`src/rtl/sd_emmc_cmd_responder_pkg.sv`:
```
// Shared constants for the SD/eMMC command responder: card states, command indices,
// frame lengths and R1 status bit positions.
package sd_emmc_cmd_responder_pkg;

  typedef enum logic [3:0] {
    CARD_IDLE  = 4'd0,
    CARD_READY = 4'd1,
    CARD_IDENT = 4'd2,
    CARD_STBY  = 4'd3,
    CARD_TRAN  = 4'd4
  } card_state_e;

  typedef enum logic [2:0] {
    RX_WAIT  = 3'd0,
    RX_SHIFT = 3'd1,
    DECODE   = 3'd2,
    NCR_WAIT = 3'd3,
    TX_SHIFT = 3'd4
  } fsm_state_e;

  typedef enum logic [1:0] {
    RESP_NONE = 2'd0,
    RESP_R1   = 2'd1,
    RESP_R2   = 2'd2,
    RESP_R3   = 2'd3
  } resp_e;

  localparam logic [5:0] CMD_GO_IDLE      = 6'd0;
  localparam logic [5:0] CMD_SEND_OP_COND = 6'd1;
  localparam logic [5:0] CMD_ALL_SEND_CID = 6'd2;
  localparam logic [5:0] CMD_SET_RCA      = 6'd3;
  localparam logic [5:0] CMD_SELECT_CARD  = 6'd7;
  localparam logic [5:0] CMD_SEND_EXT_CSD = 6'd8;
  localparam logic [5:0] CMD_SEND_STATUS  = 6'd13;
  localparam logic [5:0] CMD_READ_SINGLE  = 6'd17;
  localparam logic [5:0] CMD_READ_MULTI   = 6'd18;
  localparam logic [5:0] CMD_WRITE_SINGLE = 6'd24;
  localparam logic [5:0] CMD_WRITE_MULTI  = 6'd25;

  localparam int FRAME_LEN = 48;
  localparam int R2_LEN    = 136;

  localparam int ST_COM_CRC_ERROR  = 23;
  localparam int ST_ILLEGAL_CMD    = 22;
  localparam int ST_STATE_LSB      = 9;
  localparam int ST_READY_FOR_DATA = 8;

  function automatic logic is_tran_cmd(input logic [5:0] idx);
    return idx inside {CMD_SEND_EXT_CSD, CMD_SEND_STATUS, CMD_READ_SINGLE,
                       CMD_READ_MULTI, CMD_WRITE_SINGLE, CMD_WRITE_MULTI};
  endfunction

  function automatic logic [31:0] r1_status(input card_state_e st, input logic crc_err,
                                            input logic illegal);
    logic [31:0] s;
    s = '0;
    s[ST_COM_CRC_ERROR] = crc_err;
    s[ST_ILLEGAL_CMD] = illegal;
    s[ST_STATE_LSB +: 4] = st;
    s[ST_READY_FOR_DATA] = 1'b1;
    return s;
  endfunction

endpackage

```
`src/rtl/sd_emmc_crc7.sv`:
```
// Serial CRC7 (x^7 + x^3 + 1, zero seed), one bit per enabled clock, MSB first.
module sd_emmc_crc7 (
  input  logic       clk,
  input  logic       rst_n,
  input  logic       clear,
  input  logic       en,
  input  logic       din,
  output logic [6:0] crc
);

  logic fb;
  assign fb = din ^ crc[6];

  always_ff @(posedge clk or negedge rst_n) begin
    if (!rst_n) begin
      crc <= '0;
    end else if (clear) begin
      crc <= '0;
    end else if (en) begin
      crc <= {crc[5:3], crc[2] ^ fb, crc[1:0], fb};
    end
  end

endmodule

```
`src/rtl/sd_emmc_cmd_responder.sv`:
```
// SD/eMMC card-side command responder: receives 48-bit host commands, tracks card state
// and answers with R1/R2/R3. Define SD_EMMC_CMD_CRC_CHK_EN to reject frames with a bad CRC7.
module sd_emmc_cmd_responder
  import sd_emmc_cmd_responder_pkg::*;
#(
  parameter int           NCR = 2,
  parameter logic [31:0]  OCR = 32'hC0FF_8080,
  parameter logic [127:0] CID = 128'h0
) (
  input  logic        sd_clk,
  input  logic        rst_n,
  input  logic        cmd_i,
  output logic        cmd_o,
  output logic        cmd_oe,
  output logic        cmd_valid_o,
  output logic [5:0]  cmd_index_o,
  output logic [31:0] cmd_arg_o,
  output logic [3:0]  card_state_o,
  output logic [2:0]  dbg_state
);

  fsm_state_e  state, state_nxt;
  card_state_e card, card_nxt;
  resp_e       resp;
  logic [7:0]   cnt;
  logic [7:0]   tx_last;
  logic [45:0]  rx_sh;
  logic [135:0] tx_sh;
  logic         tx_r1;
  logic         rx_ok;
  logic         crc_err, illegal;
  logic         set_illegal, go_idle;
  logic         rx_done, ncr_done, tx_done, frame_ok, crc_ok;
  logic [6:0]   rx_crc, tx_crc;
  logic [2:0]   crc_pos;

  // rx_sh[k] holds frame bit k+1 once the end bit is on cmd_i
  assign rx_done  = (state == RX_SHIFT) && (cnt == 8'd46);
  assign ncr_done = (state == NCR_WAIT) && (cnt == 8'(NCR - 2));
  assign tx_done  = (state == TX_SHIFT) && (cnt == tx_last);
  assign frame_ok = rx_sh[45] && cmd_i && crc_ok;

`ifdef SD_EMMC_CMD_CRC_CHK_EN
  assign crc_ok = (rx_crc == rx_sh[6:0]);
`else
  logic unused_rx_crc;
  assign crc_ok = 1'b1;
  assign unused_rx_crc = ^{rx_crc, rx_sh[6:0]};
`endif

  // Start bit is 0 and the seed is 0, so feeding from the direction bit gives the same CRC
  sd_emmc_crc7 u_rx_crc (
    .clk  (sd_clk),
    .rst_n(rst_n),
    .clear(state == RX_WAIT),
    .en   ((state == RX_SHIFT) && (cnt < 8'd39)),
    .din  (cmd_i),
    .crc  (rx_crc)
  );

  sd_emmc_crc7 u_tx_crc (
    .clk  (sd_clk),
    .rst_n(rst_n),
    .clear(state != TX_SHIFT),
    .en   ((state == TX_SHIFT) && (cnt < 8'd40)),
    .din  (tx_sh[135]),
    .crc  (tx_crc)
  );

  always_comb begin
    resp        = RESP_NONE;
    card_nxt    = card;
    set_illegal = 1'b0;
    go_idle     = 1'b0;
    if (cmd_index_o == CMD_GO_IDLE) begin
      card_nxt = CARD_IDLE;
      go_idle  = 1'b1;
    end else if (cmd_index_o == CMD_SEND_OP_COND && card == CARD_IDLE) begin
      resp     = RESP_R3;
      card_nxt = CARD_READY;
    end else if (cmd_index_o == CMD_ALL_SEND_CID && card == CARD_READY) begin
      resp     = RESP_R2;
      card_nxt = CARD_IDENT;
    end else if (cmd_index_o == CMD_SET_RCA && card == CARD_IDENT) begin
      resp     = RESP_R1;
      card_nxt = CARD_STBY;
    end else if (cmd_index_o == CMD_SELECT_CARD && card == CARD_STBY) begin
      resp     = RESP_R1;
      card_nxt = CARD_TRAN;
    end else if (card == CARD_TRAN && is_tran_cmd(cmd_index_o)) begin
      resp     = RESP_R1;
    end else begin
      set_illegal = 1'b1;
    end
  end

  always_comb begin
    state_nxt = state;
    unique case (state)
      RX_WAIT:  if (!cmd_i) state_nxt = RX_SHIFT;
      RX_SHIFT: if (rx_done) state_nxt = DECODE;
      DECODE:   state_nxt = (rx_ok && resp != RESP_NONE) ? NCR_WAIT : RX_WAIT;
      NCR_WAIT: if (ncr_done) state_nxt = TX_SHIFT;
      TX_SHIFT: if (tx_done) state_nxt = RX_WAIT;
      default:  state_nxt = RX_WAIT;
    endcase
  end

  always_ff @(posedge sd_clk or negedge rst_n) begin
    if (!rst_n) state <= RX_WAIT;
    else        state <= state_nxt;
  end

  always_ff @(posedge sd_clk or negedge rst_n) begin
    if (!rst_n) begin
      cnt         <= '0;
      tx_last     <= '0;
      rx_sh       <= '0;
      tx_sh       <= '1;
      tx_r1       <= 1'b0;
      rx_ok       <= 1'b0;
      crc_err     <= 1'b0;
      illegal     <= 1'b0;
      card        <= CARD_IDLE;
      cmd_index_o <= '0;
      cmd_arg_o   <= '0;
    end else begin
      unique case (state)
        RX_WAIT: cnt <= '0;
        RX_SHIFT: begin
          cnt   <= cnt + 8'd1;
          rx_sh <= {rx_sh[44:0], cmd_i};
          if (rx_done) begin
            rx_ok <= frame_ok;
            if (frame_ok) begin
              cmd_index_o <= rx_sh[44:39];
              cmd_arg_o   <= rx_sh[38:7];
            end
            if (rx_sh[45] && cmd_i && !crc_ok) crc_err <= 1'b1;
          end
        end
        DECODE: begin
          cnt <= '0;
          if (rx_ok) begin
            card    <= card_nxt;
            tx_r1   <= (resp == RESP_R1);
            tx_last <= (resp == RESP_R2) ? 8'(R2_LEN - 1) : 8'(FRAME_LEN - 1);
            if (go_idle) begin
              crc_err <= 1'b0;
              illegal <= 1'b0;
            end
            if (set_illegal) illegal <= 1'b1;
            unique case (resp)
              RESP_R1: tx_sh <= {2'b00, cmd_index_o, r1_status(card, crc_err, illegal),
                                 7'h00, 1'b1, 88'h0};
              RESP_R2: tx_sh <= {2'b00, 6'h3F, CID[127:1], 1'b1};
              RESP_R3: tx_sh <= {2'b00, 6'h3F, OCR, 7'h7F, 1'b1, 88'h0};
              default: tx_sh <= '1;
            endcase
          end
        end
        NCR_WAIT: cnt <= ncr_done ? 8'd0 : cnt + 8'd1;
        TX_SHIFT: begin
          cnt   <= cnt + 8'd1;
          tx_sh <= {tx_sh[134:0], 1'b1};
          if (tx_done && tx_r1) begin
            crc_err <= 1'b0;
            illegal <= 1'b0;
          end
        end
        default: cnt <= '0;
      endcase
    end
  end

  // R1 CRC occupies bits 40..46; 40 is a multiple of 8 so cnt[2:0] counts 0..6 there
  assign crc_pos = 3'd6 - cnt[2:0];

  always_comb begin
    cmd_o = 1'b1;
    if (state == TX_SHIFT) begin
      if (tx_r1 && cnt >= 8'd40 && cnt <= 8'd46) cmd_o = tx_crc[crc_pos];
      else                                       cmd_o = tx_sh[135];
    end
  end

  assign cmd_oe       = (state == TX_SHIFT);
  assign cmd_valid_o  = (state == DECODE) && rx_ok;
  assign card_state_o = card;
  assign dbg_state    = state;

endmodule

```
`config.mk`:
```
export PLATFORM = sky130hd
export DESIGN_NAME = sd_emmc_cmd_responder
export DESIGN_NICKNAME = d
export VERILOG_FILES = /design/src/rtl/sd_emmc_cmd_responder_pkg.sv /design/src/rtl/sd_emmc_crc7.sv /design/src/rtl/sd_emmc_cmd_responder.sv
export SDC_FILE = /design/constraint.sdc
export NUM_CORES = 1
export LEC_CHECK = 0
export ABC_AREA = 1
export BUFFER_PORTS_ARGS = -buffer_cell sky130_fd_sc_hd__clkbuf_2
export CORE_MARGIN = 8
export CORE_UTILIZATION = 61
export DETAILED_ROUTE_END_ITERATION = 8
export GPL_TIMING_DRIVEN = 1
export PLACE_DENSITY = 0.77
export SYNTH_ARGS = -nofsm -noshare
export SYNTH_HDL_FRONTEND = slang
export SYNTH_HIERARCHICAL = 1
export SYNTH_SLANG_ARGS = --single-unit
```
`constraint.sdc`:
```
create_clock -name sd_clk -period 3 [get_ports sd_clk]
set_input_delay 0.45 -clock sd_clk [delete_from_list [all_inputs] [get_ports sd_clk]]
set_output_delay 0.45 -clock sd_clk [all_outputs]
set_load 0.01 [all_outputs]
```
Word-level counts from Yosys, hierarchy flattened
Cells that the tools add are included.
{"block": "totals", "register_bits": 254, "output_inout_bits": 48, "elab_cells": 129}
{"block": "op_classes", "n_addsub": 2, "magnitude_cmp": 4, "eq_ne": 32, "n_mux": 43, "bitwise": 2, "reduce_logical": 33}
{"operator": "136-bit case mux with 3 select lines", "count": 1}
{"operator": "136-bit case mux with 2 select lines", "count": 1}
{"operator": "136-bit 2-to-1 mux", "count": 1}
{"operator": "6-bit by 5-bit == test with 1-bit output (second input constant)", "count": 4}
{"operator": "4-bit 2-to-1 mux", "count": 5}
{"operator": "1-bit 2-to-1 mux", "count": 18}
{"operator": "8-bit 2-to-1 mux", "count": 2}
{"operator": "8-bit case mux with 2 select lines", "count": 1}
{"operator": "1-bit logical AND", "count": 15}
{"operator": "3-bit case mux with 5 select lines", "count": 1}
{"operator": "7-bit 2-to-1 mux", "count": 2}
{"operator": "6-bit by 2-bit == test with 1-bit output (second input constant)", "count": 2}
{"operator": "6-bit by 4-bit == test with 1-bit output (second input constant)", "count": 2}
{"operator": "3-bit 2-to-1 mux", "count": 4}
{"operator": "4-bit AND reduction", "count": 3}
{"operator": "2-bit inequality test (second input constant)", "count": 5}
{"operator": "8-bit by 1-bit adder with 8-bit output (second input constant)", "count": 1}
{"operator": "4-bit by 2-bit == test with 1-bit output (second input constant)", "count": 2}
{"operator": "8-bit by 6-bit == test with 1-bit output (second input constant)", "count": 1}
{"operator": "8-bit == test", "count": 1}
{"operator": "8-bit by 6-bit greater-or-equal comparator with 1-bit output (second input constant)", "count": 1}
{"operator": "8-bit by 6-bit less-or-equal comparator with 1-bit output (second input constant)", "count": 1}
{"operator": "8-bit zero test", "count": 1}
{"operator": "8-bit by 6-bit less-than comparator with 1-bit output (second input constant)", "count": 1}
{"operator": "other kinds (26)", "count": 40}

Logic depth before layout (Yosys ltp)
{"block": "depth", "word_depth": 13, "depth_mapped": 15, "mapped_depth_nobuf": 15}

Cells and area by module
Netlist, hierarchy kept.
{"module": "sd_emmc_cmd_responder", "instances": 1, "cells_each": 1123, "area_per_inst_um2": 10462.5, "seq_area_each_um2": 6175.9}
{"module": "sd_emmc_crc7", "instances": 1, "cells_each": 36, "area_per_inst_um2": 312.8, "seq_area_each_um2": 175.2}

Worst setup path before layout
OpenSTA, ideal clock, no wires.
{"block": "synth_timing", "path_kind": "flip-flop to flip-flop", "startpoint": "register cmd_index_o[1]", "endpoint": "register tx_sh[106]", "setup_ns": 0.091, "arrival_ns": 2.106, "required_time_ns": 2.909, "setup_slack_ns": 0.803, "path_stages_with_launch": 15, "synth_period_minus_slack_ns": 2.197, "cell_sequence": "dfrtp_1 clkbuf_2 nor2_1 nand2_1 nand2_1 nand2_1 nand3_1 nand2_1 nand2_1 nor2_1 inv_1 ha_1 o31ai_1 a21oi_1 o31ai_1"}
{"block": "synth_between", "elab_chain_cells": 13, "word_cells_on_any_way": 29}
{"item": "start: declaration", "line": "sd_emmc_cmd_responder.sv:16", "text": "output logic [5:0] cmd_index_o,"}
{"item": "start signal: assignment", "line": "sd_emmc_cmd_responder.sv:136", "text": "cmd_index_o <= rx_sh[44:39];"}
{"item": "6-bit by 4-bit == test with 1-bit output / 6-bit by 5-bit == test with 1-bit output (equally long branches)", "line": "sd_emmc_cmd_responder_pkg.sv:49", "text": "return idx inside {CMD_SEND_EXT_CSD, CMD_SEND_STATUS, CMD_READ_SINGLE,"}
{"item": "6-bit nonzero test", "line": "sd_emmc_cmd_responder_pkg.sv:49"}
{"item": "1-bit logical AND", "line": "sd_emmc_cmd_responder.sv:90", "text": "end else if (card == CARD_TRAN && is_tran_cmd(cmd_index_o)) begin"}
{"item": "1-bit 2-to-1 mux", "line": "sd_emmc_cmd_responder.sv:90"}
{"item": "1-bit 2-to-1 mux", "line": "sd_emmc_cmd_responder.sv:87", "text": "end else if (cmd_index_o == CMD_SELECT_CARD && card == CARD_STBY) begin"}
{"item": "1-bit 2-to-1 mux", "line": "sd_emmc_cmd_responder.sv:84", "text": "end else if (cmd_index_o == CMD_SET_RCA && card == CARD_IDENT) begin"}
{"item": "2-bit 2-to-1 mux", "line": "sd_emmc_cmd_responder.sv:81", "text": "end else if (cmd_index_o == CMD_ALL_SEND_CID && card == CARD_READY) begin"}
{"item": "2-bit 2-to-1 mux", "line": "sd_emmc_cmd_responder.sv:78", "text": "end else if (cmd_index_o == CMD_SEND_OP_COND && card == CARD_IDLE) begin"}
{"item": "2-bit 2-to-1 mux (*)", "line": "sd_emmc_cmd_responder.sv:75", "text": "if (cmd_index_o == CMD_GO_IDLE) begin"}
{"item": "2-bit == test / 2-bit by 1-bit == test with 1-bit output (equally long branches)", "line": "sd_emmc_cmd_responder.sv:153", "text": "unique case (resp)"}
{"item": "136-bit case mux with 3 select lines (*)", "line": "sd_emmc_cmd_responder.sv:153"}
{"item": "136-bit 2-to-1 mux (*)", "line": "sd_emmc_cmd_responder.sv:144", "text": "if (rx_ok) begin"}
{"item": "136-bit case mux with 2 select lines (*)", "line": "sd_emmc_cmd_responder.sv:128", "text": "unique case (state)"}
{"item": "end signal: assignment", "line": "sd_emmc_cmd_responder.sv:154", "text": "RESP_R1: tx_sh <= {2'b00, cmd_index_o, r1_status(card, crc_err, illegal),"}
{"item": "end signal: assignment", "line": "sd_emmc_cmd_responder.sv:156", "text": "RESP_R2: tx_sh <= {2'b00, 6'h3F, CID[127:1], 1'b1};"}
{"item": "end signal: assignment", "line": "sd_emmc_cmd_responder.sv:157", "text": "RESP_R3: tx_sh <= {2'b00, 6'h3F, OCR, 7'h7F, 1'b1, 88'h0};"}
{"item": "end: declaration", "line": "sd_emmc_cmd_responder.sv:28", "text": "logic [135:0] tx_sh;"}
Mark *: on every way between the ends. The rest lies on a longest branch, timed or not. The select of a mux whose other input is x is not followed.
A chain may end at the register's enable or synchronous reset.

Final worst setup path
{"block": "layout_timing", "startpoint": "register cnt[0]", "endpoint": "output port cmd_o"}
{"block": "layout_between", "elab_chain_cells": 5, "word_cells_on_any_way": 9}
{"item": "start: declaration", "line": "sd_emmc_cmd_responder.sv:25", "text": "logic [7:0] cnt;"}
{"item": "start signal: assignment", "line": "sd_emmc_cmd_responder.sv:131", "text": "cnt <= cnt + 8'd1;"}
{"item": "start signal: assignment", "line": "sd_emmc_cmd_responder.sv:162", "text": "NCR_WAIT: cnt <= ncr_done ? 8'd0 : cnt + 8'd1;"}
{"item": "start signal: assignment", "line": "sd_emmc_cmd_responder.sv:164", "text": "cnt <= cnt + 8'd1;"}
{"item": "3-bit subtractor / 8-bit by 6-bit greater-or-equal comparator with 1-bit output (equally long branches)", "line": "sd_emmc_cmd_responder.sv:177, sd_emmc_cmd_responder.sv:182"}
{"item": "1-bit binary-select mux with 3-bit select / 1-bit logical AND (equally long branches)", "line": "sd_emmc_cmd_responder.sv:182", "text": "if (tx_r1 && cnt >= 8'd40 && cnt <= 8'd46) cmd_o = tx_crc[crc_pos];"}
{"item": "1-bit 2-to-1 mux (implied by the code) / 1-bit logical AND (equally long branches)", "line": "sd_emmc_cmd_responder.sv:182"}
{"item": "1-bit 2-to-1 mux (*)", "line": "sd_emmc_cmd_responder.sv:182"}
{"item": "1-bit 2-to-1 mux (*)", "line": "sd_emmc_cmd_responder.sv:181", "text": "if (state == TX_SHIFT) begin"}
{"item": "end: declaration", "line": "sd_emmc_cmd_responder.sv:13", "text": "output logic cmd_o,"}
Marked as above.

==> reports/metrics.csv <==
metric;value;unit
status;complete, no violations;
Worst R2R Setup Slack;0.48;ns
met3 Track Usage GR;0.0358;
fillers;1340;
largest net degree at the start of global routing;132;
Final Hold Vio Count;0;
DRT iter0 DRCs;476;
Worst-Margin Slew;0.740;ns
initial antenna violation count;0;
Cells after Synth;1159;
clk_skew;0.0190;ns
DR vias/cell;5.28;
Worst EP arrival;2.22;ns
GR Util All Layers;0.186;
CTS max path bufs;3;
layout cells sized above 1;0.256;
WS Path Type;reg2out;
Worst Hold Depth;3;
DP HPWL;12200;um
port buffer count;49;
vias in the first global route;7575;
latest clock arrival within the worst-skew pair;0.53;ns
P&R area growth vs syn;11.1;%
num ports;51;
setup TNS;0;ns
Slew headroom;0.507;
Fmax achieved;374;MHz
die area;22200;um^2
critical path startpoint category;register;
post-route cell area;12000;um^2
Std-Cell Core Area;17300;um^2
Peak VDD IR;0.659;mV
final net count;1199;
yosys warns;6;
hold path start;cmd_i;
grt met2 use;0.293;
H-tree Lvls;1;
Post-Syn Nets;1169;
clock-pin transition on the worst setup and hold timing paths;0.06;ns
Hold Buf Count CTS;1;
Hold EP;rx_sh[0]$_DFFE_PN0P_;
top cells by count, synth;nand2_1, dfstp_2, dfrtp_1;
total grt overflow;0;
Initial Utilization;0.623;
Die Y;149;um
CTS tree;built;
Slew Viols, Final;0;
Routability Congestion;0.886;
CTS Buf Count;26;
first-pass GRT wire length;35500;um
drt wl/cell;14.0;um
leakage power;5.68;nW
DR DRC count;0;
most instantiated library cell after synthesis;nand2_1;
Top FF cell, synth;dfstp_2;
CTS resizes;0;
Routed Antenna Nets;0;
# Post-CTS Setup Buffers;0;
dominant cell type by area after synthesis;dfstp_2;
Tmin final;2.67;ns
diodes inserted;0;
fin crit share;0.891;
pwr/cell area;1010;nW/um^2
layer with the highest usage;met2;
met1 global-route usage;0.260;
FP Rows;48;
Final setup violation count;0;
post-placement cell area;11100;um^2
syn_area_per_cell;9.30;um^2
max_cap viols;0;
Seq/Total Area, Yosys;0.589;
synth unique cells;40;
Die Span X;149;um
RSZ-0062 raised after global routing;no;
Critical Path Sink Type;output pin;
cell chosen for the clock root;clkbuf_16;
dominant cells by area after synthesis;dfstp_2, dfrtp_1, nand2_1;
1st-pass router iterations;7;
Synth top area share;0.332;
critical path required time;2.55;ns
worst flop-to-flop path startpoint;cmd_index_o[0]$_DFFE_PN0P_;
CTS sink cnt;247;
R2R depth;14;
DR vias;7568;
maximum fanout along the worst path;7;
R2R Path End;tx_sh[106]$_DFFE_PN1P_;
mapped cell area;10800;um^2
register bit total from synthesis;247;
min-delay worst type;in2reg;
EDFF count, synth;0;
Async SR Flop Fraction;1.00;
routed wire length;20000;um
[layer usage]
layer / vias up / wire length [um]
met1: 3653 / 9530
met2: 111 / 9240
met5: - / 0
met3: 36 / 796
li1: 3768 / -
met4: 0 / 440
[where the power goes]
| part | switching, W | total, W | internal (W) |
|---|---|---|---|
| sequential | 0.000646 | 0.00581 | 0.00517 |
| combinational | 0.00206 | 0.00316 | 0.00110 |
| clock | 0.00125 | 0.00309 | 0.00184 |
| total | 0.00395 | 0.0121 | 0.00811 |
[registers in the layout (all words and copies together) (netlist names)]
| name | cells |
|---|---|
| dbg_state | 3 |
| illegal | 1 |
| u_tx_crc/crc | 7 |
| card_state_o | 3 |
| tx_r1 | 1 |
| tx_sh | 136 |
| rx_sh | 46 |
| cnt | 8 |
| cmd_index_o | 6 |
| tx_last | 3 |
| rx_ok | 1 |
| cmd_arg_o | 32 |
[stage by stage]
stage | setup slack [ns] | hold slack, ns | total power (W) | util | cells
CTS | 0.333 | 0.213 | 0.0122 | 0.692 | 1432
global placement | 0.675 | 0.458 | 0.00885 | 0.644 | 1385
global route | 0.162 | 0.237 | 0.0129 | 0.692 | 1432
detailed placement | 0.562 | 0.464 | 0.00904 | 0.644 | 1385
finish | 0.326 | 0.234 | 0.0121 | 0.692 | 1432
floorplan | 0.803 | 0.154 | 0.00833 | - | 1159
[worst max-delay path, cell delays in order, from the launching register on]
cell,delay (ns)
dfrtp_1,0.46
inv_1,0.16
ha_1,0.35
inv_1,0.10
o21ai_0,0.09
o22ai_1,0.12
nor2_1,0.06
nor2_1,0.11
nand2_1,0.05
nand2_1,0.06
clkbuf_2,0.12
[final cells by class]
class | instances | area (um^2) | area share
inverters | 88 | 330 | 0.0276
clock buffers | 43 | 776 | 0.0648
well taps | 225 | 282 | 0.0235
repair buffers | 65 | 453 | 0.0378
flip-flops and latches | 247 | 6350 | 0.531
clock inverters | 3 | 51.3 | 0.00429
multi-input cells | 761 | 3730 | 0.311
[logic make-up after synthesis]
logic type,synth area share
compound gates,0.0685
buf+inv,0.0654
fa+ha+maj,0.00813
xor+xnor,0.00244
simple gates,0.266
flops,0.589
other cells,0.000348
[worst max-delay path by stage]
stage	from	cells past startpoint	to	slack (ns)
2_1_floorplan	cmd_index_o[1]$_DFFE_PN0P_	14	tx_sh[106]$_DFFE_PN1P_	0.80
5_1_grt	cnt[0]$_DFF_PN0_	10	cmd_o	0.16
3_3_place_gp	cmd_index_o[5]$_DFFE_PN0P_	12	tx_sh[131]$_DFFE_PN1P_	0.68
6_report	cnt[0]$_DFF_PN0_	10	cmd_o	0.33
3_5_place_dp	cmd_index_o[5]$_DFFE_PN0P_	12	tx_sh[130]$_DFFE_PN1P_	0.56
4_1_cts	cnt[0]$_DFF_PN0_	10	cmd_o	0.33
[layout by cell type, fill, tap and decap left out, types with 2 or more instances in the layout]
cell type    n
clkbuf_1    12
nor3_4       2
buf_12       6
a21oi_1     20
nand3b_1     2
clkbuf_16   27
xor2_1       2
o22ai_1      9
nor2_1      45
nand2_4      2
nand2_2      2
clkbuf_8     4
ha_1         7
dfstp_2    136
nand2_1    403
nor3_1       5
o211ai_1     9
clkbuf_2    48
nor3_2       2
o31ai_1      3
inv_2        9
nand3_1     90
buf_4        9
dfrtp_1    111
o21ai_1     32
o21ai_0     59
a221oi_1     2
nor4_1       2
inv_1       79
nand3_2     50
nor2_4       4
(Power assumes the default switching activity.)
